===== src/rtl/cam_wr_burst.sv =====
`default_nettype none
// ============================================================================
// Module   : cam_wr_burst
// Purpose  : Buffers camera pixels in a small FIFO and hands them to a memory
//            controller as fixed-length write bursts. Frames are written in
//            two banks (ping-pong), and the reader bank flips only after a
//            complete, clean frame.
// Revision : 1.0 - initial release
// ----------------------------------------------------------------------------
// Ports
//   cmos_pclk    in   1   sole clock, rising edge
//   rst_n        in   1   asynchronous active-low reset
//   cmos_vsyn    in   1   vertical sync, high between frames
//   data_16b     in  16   pixel word
//   data_16b_en  in   1   pixel word qualifier
//   wr_req       out  1   burst write request
//   wr_addr      out 22   burst start word address
//   wr_ack       in   1   one-cycle grant of the pending request
//   wr_data      out 16   FIFO head word (first-word-fall-through)
//   wr_data_rd   in   1   pop strobe during a granted burst
//   frame_done   out  1   one-cycle pulse per completed clean frame
//   rd_bank      out  1   bank holding the latest complete frame
//   ovf          out  1   sticky FIFO overflow flag
// ============================================================================
module cam_wr_burst #(
  parameter int BURST_LEN    = 64,
  parameter int FIFO_DEPTH   = 256,
  parameter int FRAME_PIXELS = 307200,
  parameter int FRAME_STRIDE = 524288
) (
  input  logic        cmos_pclk,
  input  logic        rst_n,
  input  logic        cmos_vsyn,
  input  logic [15:0] data_16b,
  input  logic        data_16b_en,
  output logic        wr_req,
  output logic [21:0] wr_addr,
  input  logic        wr_ack,
  output logic [15:0] wr_data,
  input  logic        wr_data_rd,
  output logic        frame_done,
  output logic        rd_bank,
  output logic        ovf
);

  localparam int AW = $clog2(FIFO_DEPTH);
  localparam int BW = $clog2(BURST_LEN);

  localparam logic [AW:0]   FIFO_FULL_LVL = (AW+1)'(FIFO_DEPTH);
  localparam logic [AW:0]   BURST_FILL    = (AW+1)'(BURST_LEN);
  localparam logic [AW:0]   PTR_ONE       = (AW+1)'(1);
  localparam logic [BW-1:0] BURST_LAST    = BW'(BURST_LEN - 1);
  localparam logic [BW-1:0] BCNT_ONE      = BW'(1);
  localparam logic [21:0]   BURST_WORDS   = 22'(BURST_LEN);
  localparam logic [21:0]   FRAME_WORDS   = 22'(FRAME_PIXELS);
  localparam logic [21:0]   FRAME_LAST    = 22'(FRAME_PIXELS - 1);
  localparam logic [21:0]   STRIDE        = 22'(FRAME_STRIDE);
  localparam logic [21:0]   CNT_ONE       = 22'(1);

  typedef enum logic [1:0] {
    IDLE = 2'd0,
    REQ  = 2'd1,
    XFER = 2'd2
  } state_t;

  state_t        state;

  // vsync edge detector
  logic          vs_q1;
  logic          vs_q2;
  logic          sof;
  logic          sof_pend;
  logic          sof_apply;

  // pixel window
  logic          frame_active;
  logic          frame_bad;
  logic [21:0]   pix_cnt;
  logic          accept;
  logic          push;
  logic          drop;

  // FIFO
  logic [15:0]   mem [FIFO_DEPTH];
  logic [AW:0]   wptr;
  logic [AW:0]   rptr;
  logic [AW:0]   fill;
  logic          full;
  logic          pop;

  // burst / frame bookkeeping
  logic [BW-1:0] burst_cnt;
  logic [21:0]   offset;
  logic [21:0]   next_off;
  logic          wr_bank;
  logic          burst_done;
  logic          frame_end;

  assign sof = vs_q1 & ~vs_q2;

  // A frame start seen mid-burst is parked in sof_pend and carried out once
  // the FSM has left XFER, so the granted burst always drains intact.
  assign sof_apply = (sof | sof_pend) & (state != XFER);

  // Pixels are held off while a frame start is outstanding so that nothing
  // of the new frame lands in the FIFO before the flush.
  assign accept = data_16b_en & frame_active & ~sof & ~sof_pend;

  assign fill = wptr - rptr;
  assign full = (fill == FIFO_FULL_LVL);
  assign push = accept & ~full;
  assign drop = accept & full;
  assign pop  = (state == XFER) & wr_data_rd & (fill != '0);

  assign burst_done = pop & (burst_cnt == BURST_LAST);
  assign next_off   = offset + BURST_WORDS;
  assign frame_end  = burst_done & (next_off == FRAME_WORDS);

  // Head word is forced to zero when empty so a flushed or reset FIFO never
  // shows stale memory contents.
  assign wr_data = (fill == '0) ? 16'h0000 : mem[rptr[AW-1:0]];

  // FIFO storage: no reset needed, validity is tracked by the pointers.
  always_ff @(posedge cmos_pclk) begin
    if (push) begin
      mem[wptr[AW-1:0]] <= data_16b;
    end
  end

  // Input side: vsync sync, pixel window, FIFO pointers, overflow tracking.
  always_ff @(posedge cmos_pclk or negedge rst_n) begin
    if (!rst_n) begin
      vs_q1        <= 1'b0;
      vs_q2        <= 1'b0;
      frame_active <= 1'b0;
      frame_bad    <= 1'b0;
      pix_cnt      <= '0;
      wptr         <= '0;
      rptr         <= '0;
      ovf          <= 1'b0;
    end else begin
      vs_q1 <= cmos_vsyn;
      vs_q2 <= vs_q1;
      if (sof_apply) begin
        pix_cnt      <= '0;
        frame_active <= 1'b1;
        frame_bad    <= 1'b0;
        wptr         <= '0;
        rptr         <= '0;
      end else begin
        if (accept) begin
          pix_cnt <= pix_cnt + CNT_ONE;
          if (pix_cnt == FRAME_LAST) begin
            frame_active <= 1'b0;
          end
        end
        if (drop) begin
          ovf       <= 1'b1;
          frame_bad <= 1'b1;
        end
        if (push) begin
          wptr <= wptr + PTR_ONE;
        end
        if (pop) begin
          rptr <= rptr + PTR_ONE;
        end
      end
    end
  end

  // Burst FSM with registered request, address and frame outputs.
  always_ff @(posedge cmos_pclk or negedge rst_n) begin
    if (!rst_n) begin
      state      <= IDLE;
      wr_req     <= 1'b0;
      wr_addr    <= '0;
      frame_done <= 1'b0;
      rd_bank    <= 1'b1;
      wr_bank    <= 1'b0;
      offset     <= '0;
      burst_cnt  <= '0;
      sof_pend   <= 1'b0;
    end else begin
      frame_done <= 1'b0;
      if (sof && (state == XFER)) begin
        sof_pend <= 1'b1;
      end
      case (state)
        IDLE: begin
          if (sof_apply) begin
            offset   <= '0;
            sof_pend <= 1'b0;
          end else if (fill >= BURST_FILL) begin
            state   <= REQ;
            wr_req  <= 1'b1;
            wr_addr <= (wr_bank ? STRIDE : 22'd0) + offset;
          end
        end
        REQ: begin
          // A new frame start withdraws the request: its data is flushed.
          if (sof_apply) begin
            offset   <= '0;
            sof_pend <= 1'b0;
            state    <= IDLE;
            wr_req   <= 1'b0;
          end else if (wr_ack) begin
            state     <= XFER;
            wr_req    <= 1'b0;
            burst_cnt <= '0;
          end
        end
        XFER: begin
          if (pop) begin
            burst_cnt <= burst_cnt + BCNT_ONE;
          end
          if (burst_done) begin
            state     <= IDLE;
            burst_cnt <= '0;
            if (frame_end) begin
              offset <= '0;
              if (!frame_bad) begin
                frame_done <= 1'b1;
                rd_bank    <= wr_bank;
                wr_bank    <= ~wr_bank;
              end
            end else begin
              offset <= next_off;
            end
          end
        end
        default: begin
          state  <= IDLE;
          wr_req <= 1'b0;
        end
      endcase
    end
  end

endmodule
`default_nettype wire


===== config.mk =====
export PLATFORM = sky130hd
export DESIGN_NAME = cam_wr_burst
export DESIGN_NICKNAME = d
export VERILOG_FILES = /design/src/rtl/cam_wr_burst.sv
export SDC_FILE = /design/constraint.sdc
export NUM_CORES = 2
export LEC_CHECK = 0
export ABC_AREA = 1
export CAP_MARGIN = 5
export CORE_UTILIZATION = 55
export CTS_BUF_LIST = sky130_fd_sc_hd__clkbuf_4
export CTS_CLUSTER_SIZE = 25
export DETAILED_ROUTE_END_ITERATION = 8
export PLACE_DENSITY_LB_ADDON = 0.1
export SYNTH_ARGS = -nofsm -noshare
export SYNTH_HDL_FRONTEND = slang
export SYNTH_SLANG_ARGS = --single-unit

===== constraint.sdc =====
create_clock -name cmos_pclk -period 5.9 [get_ports cmos_pclk]
set_clock_uncertainty 0.1 [all_clocks]
set_input_delay 1.18 -clock cmos_pclk [delete_from_list [all_inputs] [get_ports cmos_pclk]]
set_output_delay 1.18 -clock cmos_pclk [all_outputs]
set_load 0.01 [all_outputs]

==> summary.md <==
| Metric | Value |
|---|---|
| Vias in the first global route | between 100k and 150k |
| First-pass GRT wire length | around 780,000 um |
| WL final | between 500,000 and 600,000 um |
| Hold Fails Final Rpt | 0 |
| WP data required | around 4600 ps |
| CTS tree | yes |
| R2R Setup Slk | around 910 ps |
| Post-synthesis register bit count | approximately 4,200 |
| DR WL met3 | about 70,000 um |
| WP data arrival | 4730 ps |
| CP cell instances | buf_12, clkinv_16, buf_12, buf_16, buf_8, nand2_1, nand3_1, nand2_1, nand2_1, nand3_1, nand2_1, nand2_1, inv_1, nand2_1, nand2_1, nand3_2, nor2_2, buf_6, buf_6 |
| Final Cell Area | roughly 200,000 um2 |
| Share of power burned in combinational logic | 0.325 |
| RSZ-0062 raised after global routing | true |
| Detailed route wirelength on metal2 | 245,000 um |
| Setup TNS | -456 ps |
| Worst setup EP type | output pin |
| Pre-CTS setup slack | -112 ps |
| Max_cap viols | 0 |
| Max VDD drop | 239 uV |
| R2R depth | 16 |
| CP max stage cell | dfrtp_4 |
| Congestion Overflow GR | 0 |
| Sw power | about 30,000 uW |
| Num ports | 64 |
| Switching share of power | 0.357 |
| Sequential share of the synthesized area | 0.739 |
| Async SR Flop Fraction | 0.0215 |
| Final setup viols | 11 |
| Layout fillers | ~23,000 |
| Core Rows | 203 |
| Hold Path Stages | 2 |
| Max Freq | approximately 170 MHz |
| Top layer in use | met5 |
| Hold endpoint | state[0] |
| CP Class | register to output pin |
| Share of power burned in registers | 0.387 |
| Core area | 306,000 um2 |
| Fin nets | around 15,000 |
| Fin. max-slew vios | 0 |
| Dpl hpwl | a little under 300,000 um |
| Initial DRT Pass Iterations | 8 |
| Gate Count Post-Synth | roughly 14,000 |
| Vias | 122,000 |
| Routed length per placed instance | about 27 um |
| Unique masters post-synth | 48 |
| Worst Setup Start Kind | register |
| Vias per cell | between 6 and 7 |
| Iteration-0 DRC Markers | ~17,000 |
| Tcrit/Tclk final | 1.02 |
| Pint | approximately 54,000 uW |
| Die X | approximately 560 um |
| Initial core utilization | 0.554 |
| Num CTS Buffers | roughly 1,100 |
| Clock latency on the worst-skew pair | 1680 ps |
| Share of cells above drive strength 1 | 0.192 |
| Avg Synthesized Cell Area | approximately 12 um2 |
| Initial antenna violation count | 27 |
| Clock Sink Count | ~4,200 |
| H-tree levels | 7 |
| Status | finished with violations |
| Antenna viol nets, final | 0 |
| Overall power | ~85,000 uW |
| CTS Buffer Depth | 5 |
| Clock Root Buffer | clkbuf_4 |
| Synth Warn # | 0 |
| Worst r2r dst | mem[185][2] |
| Overall Global Routing Usage | 0.350 |
| Top cell by count, worst path | nand2_1 |
| Worst setup margin | -108 ps |
| Die height | 557 um |
| Leakage power | roughly 0.073 uW |
| Gpl congestion | between 0.9 and 1 |
| Failing checks | negative setup slack |
| Hold_sp | wr_ack |
| Final Critical Period | 6010 ps |
| Drt drc | 0 |
| Worst path max stage delay | around 520 ps |
| Maximum fanout along the worst path | 23 |
| Worst-margin pin slew | between 1000 and 1500 ps |
| Buffers on Ports | between 50 and 60 |
| EDFF count, synth | between 4,000 and 5,000 |
| Cell Pwr Density | 429 nW/um2 |
| Synthesized area | around 170,000 um2 |
| Die area | a little over 300,000 um2 |
| Largest net degree at the start of global routing | 149 |
| Relative slew slack | 0.0804 |
| Syn-to-layout area delta | 16.6% |
| Met1 WL | ~210,000 um |
| Reg2reg start | rptr[3] |
| Commonest register cell after synthesis | edfxtp_1 |
| Reg clk slew, reported paths | roughly 70 ps |
| Clock share of power | 0.288 |
| Hold Crit Class | input pin to register |
| DP Area | 177,000 um2 |
-- critical path: cells and delay by family (launching register included) --
family / cells / cell delay, ps
buf+inv: 8 / 1320
simple gates: 11 / 1140
flops: 1 / 520
-- repair_timing --
action,in CTS,in global routing
hold endpoints to repair,912,0
buffers inserted,102,21
cloned,57,18
setup endpoints to repair,16,16
hold buffers,20,0
pin swaps,108,88
gates resized for setup,676,248
-- synthesized netlist by cell type, types with 74 or more instances --
master,number,share of area
nand2_1,4735,0.10
edfxtp_1,4096,0.73
nand3_1,2773,0.082
nor2_1,544,0.012
buf_2,500,0.015
a21oi_1,425,0.013
clkbuf_1,279,0.0062
inv_1,144,0.0032
buf_1,99,0.0022
dfrtp_1,89,0.013
o21ai_0,75,0.0022
a22o_1,74,0.0038
-- power by group through the flow --
stage	logic, uW	clock network, uW	registers, uW
detailed placement	22200	0	33500
finish	27500	24400	32900
CTS	26000	24700	32900
floorplan	13200	0	33500
global placement	21900	0	33500
global route	29100	26300	32800
-- metrics by stage --
stage,util,hold WS [ps],cells
after floorplan,-,276,14200
after global placement,0.579,314,18100
after detailed placement,0.579,315,18100
after CTS,0.640,21.4,20100
after global routing,0.646,42.2,20200
final,0.646,142,20200
-- area by class of cell --
| class | instances | area, um2 | area share |
|---|---|---|---|
| repair inverters | 7 | 80.1 | 0.000405 |
| flip-flops and latches | 4186 | 125000 | 0.634 |
| well taps | 4100 | 5130 | 0.0260 |
| multi-input cells | 8977 | 42200 | 0.213 |
| clock inverters | 233 | 1190 | 0.00601 |
| clock buffers | 1602 | 12000 | 0.0608 |
| repair buffers | 886 | 11100 | 0.0560 |
| inverters | 156 | 709 | 0.00359 |
| diodes | 15 | 37.5 | 0.000190 |
-- logic make-up after synthesis --
group	share of synthesized area
compound gates	0.0260
xor+xnor	0.000930
fa+ha+maj	0.00133
buf+inv	0.0280
flops	0.739
other cells	0.0000221
simple gates	0.205
-- sequential cells by signal, summed over array words and instances, names as in the netlist, 2 cells and up --
name / count
mem: 4096
wr_addr: 16
burst_cnt: 6
wptr: 9
rptr: 9
pix_cnt: 22
offset: 16
state: 2
-- cell usage in the layout (no fill, tap or decap), types with 18 or more instances in the layout --
| cell type | n |
|---|---|
| nand3_4 | 45 |
| o211ai_1 | 46 |
| dfrtp_1 | 84 |
| clkbuf_4 | 1602 |
| clkinv_1 | 174 |
| ha_1 | 18 |
| clkdlybuf4s50_1 | 24 |
| buf_8 | 41 |
| buf_12 | 116 |
| bufbuf_16 | 23 |
| buf_6 | 74 |
| nor2_4 | 44 |
| nand3_2 | 210 |
| o221ai_1 | 57 |
| a21oi_2 | 24 |
| edfxtp_1 | 4096 |
| a22o_1 | 74 |
| nor2_2 | 40 |
| nand2_1 | 4655 |
| nand2_2 | 71 |
| or2_2 | 55 |
| a21oi_1 | 392 |
| nand3_1 | 2523 |
| nor2_1 | 462 |
| buf_4 | 501 |
| nand2_4 | 21 |
| o21ai_0 | 67 |
| buf_16 | 69 |
| nor3_1 | 38 |
| dlygate4sd3_1 | 19 |
| inv_2 | 36 |
| inv_1 | 137 |
| clkbuf_16 | 18 |
-- per-layer routing --
layer  up-vias  global-route usage
li1      53300                   -
met1     59400               0.480
met2      7962               0.519
met3      1112               0.106
met4        14               0.157
met5         -                   0
-- worst max path at each step --
stage | start | end | slack (ps) | depth (start not counted)
after detailed placement | rptr[0] | wr_data[2] | -110 | 15
final | rptr[0] | wr_data[14] | -110 | 19
after global placement | rptr[0] | wr_data[2] | -140 | 15
after global routing | rptr[0] | wr_data[8] | -230 | 17
after CTS | rptr[0] | wr_data[14] | -170 | 17
after floorplan | rptr[5] | mem[207][0] | 1700 | 16
Power figures use the tool's default switching activity.
